<file path="config.mk">
export PLATFORM = sky130hd
export DESIGN_NAME = sad_acc
export DESIGN_NICKNAME = d
export VERILOG_FILES = /design/src/rtl/sad_acc.sv
export SDC_FILE = /design/constraint.sdc
export NUM_CORES = 1
export LEC_CHECK = 0
export CORE_AREA = 8 8 60 62
export DETAILED_ROUTE_END_ITERATION = 7
export DIE_AREA = 0 0 68 70
export PLACE_DENSITY = 0.74
export SLEW_MARGIN = 10
export SYNTH_ARGS = -nofsm -noshare
export SYNTH_HDL_FRONTEND = slang
export SYNTH_SLANG_ARGS = --single-unit
</file>
<file path="constraint.sdc">
create_clock -name clk -period 4.6 [get_ports clk]
set_clock_uncertainty 0.15 [all_clocks]
set_input_delay 0.92 -clock clk [delete_from_list [all_inputs] [get_ports clk]]
set_output_delay 0.92 -clock clk [all_outputs]
set_load 0.03 [all_outputs]
</file>
<file path="src/rtl/sad_acc.sv">
// Sum-of-absolute-differences accumulator: per-sample |A-B| plus a LEN-sample block SAD
// with valid/ready handshakes on input and on the block result.
module sad_acc #(
  parameter int unsigned WIDTH  = 4,
  parameter int unsigned LEN    = 4,
  parameter int unsigned SIGNED = 0
) (
  input  logic                            clk,
  input  logic                            rst,
  input  logic                            clear,
  input  logic                            inValid,
  output logic                            inReady,
  input  logic [WIDTH-1:0]                aIn,
  input  logic [WIDTH-1:0]                bIn,
  output logic [WIDTH-1:0]                difOut,
  output logic                            difValid,
  output logic [WIDTH+$clog2(LEN)-1:0]    sadOut,
  output logic                            sadValid,
  input  logic                            sadReady
);

  localparam int unsigned SW = WIDTH + $clog2(LEN);
  localparam int unsigned CW = $clog2(LEN);
  localparam logic [CW-1:0] LastCnt = CW'(LEN - 1);

  typedef enum logic {StAcc, StHold} state_e;

  state_e           state_q, state_d;
  logic [SW-1:0]    acc_q, acc_d;
  logic [CW-1:0]    cnt_q, cnt_d;
  logic [WIDTH-1:0] dif_q, dif_d;
  logic             dif_valid_q, dif_valid_d;
  logic [SW-1:0]    sad_q, sad_d;
  logic             sad_valid_q, sad_valid_d;

  logic signed [WIDTH:0] a_x, b_x;
  logic [WIDTH-1:0]      dif;
  logic [SW-1:0]         dif_ext;
  logic                  accept;

  // One extra bit makes the compare and subtract exact in both signed and unsigned modes.
  always_comb begin
    if (SIGNED != 0) begin
      a_x = {aIn[WIDTH-1], aIn};
      b_x = {bIn[WIDTH-1], bIn};
    end else begin
      a_x = {1'b0, aIn};
      b_x = {1'b0, bIn};
    end
    dif     = (a_x >= b_x) ? WIDTH'(a_x - b_x) : WIDTH'(b_x - a_x);
    dif_ext = {{(SW - WIDTH){1'b0}}, dif};
  end

  assign inReady = (state_q == StAcc) && !clear;
  assign accept  = inValid && inReady;

  always_comb begin
    state_d     = state_q;
    acc_d       = acc_q;
    cnt_d       = cnt_q;
    dif_d       = dif_q;
    dif_valid_d = 1'b0;
    sad_d       = sad_q;
    sad_valid_d = sad_valid_q;
    unique case (state_q)
      StAcc: begin
        if (clear) begin
          acc_d = '0;
          cnt_d = '0;
        end else if (accept) begin
          dif_d       = dif;
          dif_valid_d = 1'b1;
          if (cnt_q == LastCnt) begin
            sad_d       = acc_q + dif_ext;
            sad_valid_d = 1'b1;
            acc_d       = '0;
            cnt_d       = '0;
            state_d     = StHold;
          end else begin
            acc_d = acc_q + dif_ext;
            cnt_d = cnt_q + 1'b1;
          end
        end
      end
      StHold: begin
        // sadValid is always set in this state, so a take needs only sadReady.
        if (sadReady) begin
          sad_valid_d = 1'b0;
          state_d     = StAcc;
        end
      end
    endcase
  end

  always_ff @(posedge clk) begin
    if (rst) begin
      state_q     <= StAcc;
      acc_q       <= '0;
      cnt_q       <= '0;
      dif_q       <= '0;
      dif_valid_q <= 1'b0;
      sad_q       <= '0;
      sad_valid_q <= 1'b0;
    end else begin
      state_q     <= state_d;
      acc_q       <= acc_d;
      cnt_q       <= cnt_d;
      dif_q       <= dif_d;
      dif_valid_q <= dif_valid_d;
      sad_q       <= sad_d;
      sad_valid_q <= sad_valid_d;
    end
  end

  assign difOut   = dif_q;
  assign difValid = dif_valid_q;
  assign sadOut   = sad_q;
  assign sadValid = sad_valid_q;

endmodule
</file>
==> run metrics, run 1 <==
outcome finished clean; net switching power 0.1316 mW; number of buffers inserted by hold repair at cts 0; DP Wirelength 2158 um; largest area contributor in the netlist sky130_fd_sc_hd__dfxtp_1; area grow syn2layout 22.62%; predominant post-synthesis flop cell sky130_fd_sc_hd__dfxtp_1; critical path's top delay family compound AO/OA/AOI/OAI gates; Max Cap Violations 0; fraction of the yosys area taken by sequential cells 32.91%; crit path cell chain clkdlybuf4s50_1, inv_1, ha_1, inv_1, fa_1, a21o_1, a31oi_4, nand2_2, mux2i_2, inv_1, ha_1, a21o_1, a221o_1, xor2_1, a22oi_1, nor2_1; summed instance area of the synthesized netlist 1277 um2; number of CTS-inserted buffers 3; number of iterations in the first detailed-routing pass 4; total count of hold-check failures in the final report 0; Flop pwr share 47.2%; endpoint kind of the worst setup timing path flip-flop; sw frac 32.32%; syn avg cell area 8.750 um2; weighted congestion reported at the end of routability-driven placement 0.7963; critical path required time 4.62 ns; total number of nets in the final design 199; most frequent cell on the critical path sky130_fd_sc_hd__inv_1; Final Cycle Share 87.78%; share of layout cells above drive strength 1 7.059%; post-synthesis sequential element count 21; Slew Viols, Final 0; total instance count after detailed placement 197; count of antenna diodes in the layout 0; number of vias per cell 5.612; drc violations 0; proportion of register bits with asynchronous set or reset after synthesis 0%; number of warning messages in the yosys log 0; count of buffers inserted at the top-level ports 25; clock transition at the register clock pins on the worst setup and hold paths after CTS 0.12 ns; initial drt markers 48; Power Dens Cells 259.9 nW/um2; portion of total power attributed to the clock network 22.3%; part of the total power dissipated in combinational logic 30.5%; floorplan core area 2663 um2; delay contributed by the slowest stage of the critical path 0.43 ns; Leak Pwr 0.6848 nW; top cell types by occurrence after synthesis sky130_fd_sc_hd__dfxtp_1 (21), sky130_fd_sc_hd__inv_1 (16), sky130_fd_sc_hd__nor2_1 (15); # H-tree levels 1; final-report setup violation count 0; Sink Count 21; arrival time at the worst endpoint 4.06 ns; maximum operating frequency 247.7 MHz; Synth cell types 44; Setup Total Neg Slack 0 ns; Worst Path Max Fanout 5; routed length per instance 13.68 um; number of flops mapped to enable cells by yosys 0; headroom to the max-slew limit 48.11%; slew at the pin closest to its max-slew limit 0.7759 ns; CTS root buf sky130_fd_sc_hd__clkbuf_4; Internal 0.2756 mW; worst path buffer plus inverter count 4; unrepaired setup endpoints after global routing false; die extent in y 70 um; die span in x 68 um; largest cells by area after synthesis sky130_fd_sc_hd__dfxtp_1 (33%), sky130_fd_sc_hd__ha_1 (12%), sky130_fd_sc_hd__fa_1 (4.7%), sky130_fd_sc_hd__inv_1 (4.7%), sky130_fd_sc_hd__nor2_1 (4.4%); maximum number of pins on one net before global-route repair 23; hold crit path type reg2reg; final WL 2750 um; Post-Syn Nets 174; proportion of netlist area held by the largest area contributor 32.91%; maximum VDD drop 0.0001641 V; number of standard cells after synthesis 146; routed vias 1,128; ANT nets after route 0; Max stage delay cell, worst path sky130_fd_sc_hd__clkdlybuf4s50_1; post-CTS setup buffer count 0; number of standard cells in the final layout excluding fillers 201; time the worst path needs with I/O delays and setup 4.038 ns; Setup crit start kind input port; first-pass GRT wire length 4616 um; num rows 19; library cell with the highest instance count after synthesis sky130_fd_sc_hd__dfxtp_1; GRT Overall Usage 11.97%; starting density of the core 47.98%; insertion delay of the later-clocked pin in the worst-skew pair 0.31 ns; worst-case clock buffer depth 2; CTS tree built; Die Footprint 4760 um2; Overflow after GRT 0; antenna violations before repair 0; number of primary I/O pins 26; type of the setup path with the least slack in2reg; Post-CTS Resized 0; via count of the first global-routing pass 1,092
-- logic make-up (layout without fill, tap and decap cells) --
logic type	count (synthesis)	in the layout	synth area share, %
and+or+nand+nor	46	46	18.12
buffers and inverters	21	45	6.856
adders and majority gates	15	15	16.45
xor gates and xnor gates	5	5	3.429
muxes	1	1	1.077
AOI/OAI and AO/OA	37	37	21.16
DFF	21	21	32.91
-- cells in the final DEF (no fill, tap or decap), types with 2 or more instances in the layout --
cell type                         synthesis  routed
sky130_fd_sc_hd__nor2_1                  15      15
sky130_fd_sc_hd__and3_1                   4       4
sky130_fd_sc_hd__a21o_1                   3       3
sky130_fd_sc_hd__clkdlybuf4s50_1          0      25
sky130_fd_sc_hd__inv_1                   16      16
sky130_fd_sc_hd__nand2_2                  3       3
sky130_fd_sc_hd__xor2_1                   3       3
sky130_fd_sc_hd__a211oi_1                 3       3
sky130_fd_sc_hd__nand2_1                 10      10
sky130_fd_sc_hd__a22oi_1                  5       5
sky130_fd_sc_hd__o21ai_0                  4       4
sky130_fd_sc_hd__nand3_1                  2       2
sky130_fd_sc_hd__a21oi_1                 10      10
sky130_fd_sc_hd__ha_1                    12      12
sky130_fd_sc_hd__clkbuf_4                 0       3
sky130_fd_sc_hd__nor3_1                   2       2
sky130_fd_sc_hd__dfxtp_1                 21      21
sky130_fd_sc_hd__xnor2_1                  2       2
sky130_fd_sc_hd__fa_1                     3       3
-- path summary, 6_finish.rpt --
kind         cells past startpoint      start        end  slack, ns
max                             16     aIn[0]   acc_q[5]       0.56
min                              2  sadOut[3]  sadOut[3]       0.31
max reg2reg                      8   acc_q[0]   acc_q[4]       2.73
min reg2reg                      2  sadOut[3]  sadOut[3]       0.31
-- routing by layer --
| layer | GRT usage, % | part of all wire [%] |
|---|---|---|
| met3 | 1.595 | 5.6 |
| met5 | 0 | 0 |
| met1 | 13.90 | 43 |
| met2 | 19.83 | 49 |
| met4 | 7.062 | 2.1 |
-- state kept, by name, indices dropped and copies added, names as in the netlist --
signal,cells
difOut,4
cnt_q,2
sadValid,1
sadOut,6
acc_q,6
difValid,1
state_q,1
-- stage by stage --
step / hold WS [ns] / area [um2] / util [%] / worst slack [ns] / power (mW)
floorplan: 0.3195 / 1277 / - / 0.9090 / 0.2833
global placement: 0.2919 / 1539 / 57.80 / 0.3502 / 0.3150
CTS: 0.3149 / 1567 / 58.83 / 0.5799 / 0.4087
detailed placement: 0.2976 / 1539 / 57.80 / 0.2330 / 0.3197
finish: 0.3118 / 1567 / 58.83 / 0.5622 / 0.4072
global route: 0.3431 / 1567 / 58.83 / 0.3535 / 0.4308
-- cell type report --
type	instances	area, um2
Clock inverter	1	5.005
Fill cell	238	1096
Multi-Input combinational cell	104	769.5
Clock buffer	3	22.52
Sequential cell	21	420.4
Timing Repair Buffer	25	250.2
Inverter	16	60.06
Tap cell	31	38.79
-- worst reg2reg max path, cell delays in order (launching register included) --
cell and delay, ns:
sky130_fd_sc_hd__dfxtp_1 0.36, sky130_fd_sc_hd__ha_1 0.17, sky130_fd_sc_hd__inv_1 0.06, sky130_fd_sc_hd__fa_1 0.39, sky130_fd_sc_hd__inv_1 0.07, sky130_fd_sc_hd__a21o_1 0.11, sky130_fd_sc_hd__a21oi_1 0.08, sky130_fd_sc_hd__xor2_1 0.17
sky130_fd_sc_hd__o41ai_1 0.22
-- power groups by stage --
stage	registers [mW]	logic (mW)	clock network, mW
after detailed placement	0.196	0.124	0
after CTS	0.192	0.124	0.0924
after global placement	0.196	0.119	0
after global routing	0.193	0.137	0.101
final	0.192	0.124	0.0908
after floorplan	0.202	0.0815	0
Note: power is estimated with default switching activity, not from simulation.
==> inputs of run 2 (changes only) <==
- CELL_PAD_IN_SITES_DETAIL_PLACEMENT: default -> 0
- CELL_PAD_IN_SITES_GLOBAL_PLACEMENT: default -> 2
- CORE_AREA: 8 8 60 62 -> 8 8 75 77
- DIE_AREA: 0 0 68 70 -> 0 0 83 85
==> run 2 against run 1 <==
Compared with the run above:
- die area is 48% higher
- register-to-register slack is essentially flat
- power up 8.5%
- cell area is 3.4% higher
- global-route usage down 3.7 points
- non-clock buffer count rose by 1
- critical path type unchanged
- largest cell class unchanged
- highest routed layer unchanged
==> run metrics, run 2 (synthesis results as in run 1) <==
type of the setup path with the least slack in2reg; insertion delay of the later-clocked pin in the worst-skew pair 0.27 ns; part of the total power dissipated in combinational logic 28.6%; slew at the pin closest to its max-slew limit 0.8111 ns; weighted congestion reported at the end of routability-driven placement 0.7689; Power Dens Cells 272.5 nW/um2; total cell area at the placement stage 1575 um2; Register-to-Register Path Depth 8; portion of total power attributed to the clock network 28.0%; worst hold margin 0.3035 ns; number of CTS-inserted buffers 3; Slew Viols, Final 0; Setup Total Neg Slack 0 ns; ANT nets after route 0; total number of nets in the final design 200; headroom to the max-slew limit 45.76%; GRT Overall Usage 8.279%; Internal 0.3074 mW; Post-CTS Resized 0; Setup crit start kind input port; maximum operating frequency 245.0 MHz; floorplan core area 4536 um2; via count of the first global-routing pass 1,078; number of primary I/O pins 26; count of buffers inserted at the top-level ports 25; worst setup slack for register-to-register paths 2.72 ns; number of filler cells placed in the layout 468; worst-case clock buffer depth 2; final WL 2933 um; post-place setup slack 0.2287 ns; RR Endpoint acc_q[4]; total power 0.4416 mW; Sink Count 21; time the worst path needs with I/O delays and setup 4.082 ns; endpoint kind of the worst setup timing path flip-flop; Max Cap Violations 0; summed area of non-filler cells in the final layout 1620 um2; worst hold path startpoint sadOut[2]; final-report setup violation count 0; arrival time at the worst endpoint 4.05 ns; hold-critical path endpoint sadOut[2]; area grow syn2layout 26.84%; Flop pwr share 43.4%; num rows 25; Die Footprint 7055 um2; maximum VDD drop 0.0001233 V; Leak Pwr 0.6946 nW; number of iterations in the first detailed-routing pass 4; routed length per instance 13.04 um; hold crit path type reg2reg; # H-tree levels 1; net switching power 0.1342 mW; number of vias per cell 4.769; starting density of the core 28.17%; DP Wirelength 2338 um; first-pass GRT wire length 4871 um; most common library cell in the layout ignoring fill and taps sky130_fd_sc_hd__clkdlybuf4s50_1; Worst Path Max Fanout 5; antenna violations before repair 0; die span in x 83 um; number of buffers inserted by hold repair at cts 0; post-layout worst setup margin 0.5182 ns; Final Cycle Share 88.73%; critical register-to-register path startpoint acc_q[0]; most frequent cells in the layout sky130_fd_sc_hd__clkdlybuf4s50_1 (25), sky130_fd_sc_hd__dfxtp_1 (21), sky130_fd_sc_hd__inv_1 (16); total count of hold-check failures in the final report 0; Overflow after GRT 0; critical path required time 4.57 ns; die extent in y 85 um; initial drt markers 111; count of antenna diodes in the layout 0; routed vias 1,073; hold path depth 2; share of layout cells above drive strength 1 7.018%; CTS root buf sky130_fd_sc_hd__clkbuf_8; unrepaired setup endpoints after global routing false; sw frac 30.40%; CTS tree built; outcome finished clean; post-CTS setup buffer count 0; maximum number of pins on one net before global-route repair 23; clock transition at the register clock pins on the worst setup and hold paths after CTS 0.07 ns; drc violations 0
==> run 2: power by group through the flow <==
stage / registers (mW) / clock network [mW] / logic, mW
after floorplan: 0.202 / 0 / 0.0815
after detailed placement: 0.196 / 0 / 0.128
after global placement: 0.196 / 0 / 0.125
after global routing: 0.193 / 0.138 / 0.141
final: 0.192 / 0.124 / 0.126
after CTS: 0.192 / 0.130 / 0.129
==> run 2: critical path, cell delays in order <==
cell and delay [ns]:
sky130_fd_sc_hd__clkdlybuf4s50_1 0.42, sky130_fd_sc_hd__inv_1 0.07, sky130_fd_sc_hd__ha_1 0.16, sky130_fd_sc_hd__inv_1 0.05
sky130_fd_sc_hd__fa_1 0.38, sky130_fd_sc_hd__a21o_1 0.19, sky130_fd_sc_hd__a31oi_4 0.23, sky130_fd_sc_hd__nand2_2 0.11
sky130_fd_sc_hd__o21ai_1 0.16, sky130_fd_sc_hd__xor2_1 0.18, sky130_fd_sc_hd__ha_1 0.29, sky130_fd_sc_hd__and3_1 0.20
sky130_fd_sc_hd__a221o_1 0.32, sky130_fd_sc_hd__xor2_1 0.15, sky130_fd_sc_hd__a22oi_1 0.15, sky130_fd_sc_hd__nor2_1 0.06
==> run 2: worst max-delay path by stage <==
stage                     startpoint         to  slack (ns)  depth (start not counted)
after global routing          bIn[0]  sadOut[5]        0.37                         15
after global placement        aIn[0]   acc_q[5]        0.34                         16
after floorplan               aIn[0]   acc_q[5]        0.91                         15
final                         aIn[0]   acc_q[5]        0.52                         16
after CTS                     aIn[0]   acc_q[5]        0.52                         16
after detailed placement      aIn[0]   acc_q[5]        0.23                         16
==> run 2: through the flow <==
step | util (%) | cells
final | 35.72 | 225
after global routing | 35.72 | 225
after CTS | 35.72 | 225
after detailed placement | 34.73 | 221
after global placement | 34.73 | 221
after floorplan | - | 146
==> run 2: layout make-up <==
class                      count  area (um2)  area share (%)
inverter                      16       60.06           3.707
multi-input combinational    104       769.5           47.49
clock buffer                   4       45.04           2.780
timing repair buffer          26       257.7           15.91
sequential                    21       420.4           25.95
tap                           54       67.56           4.170
==> run 2: per-layer routing <==
layer	track usage, %	up-vias	share of wire, %
met5	0	-	0
met4	5.272	0	1.9
met3	2.682	4	6.1
met2	13.65	28	47
met1	8.965	488	44
li1	-	553	-
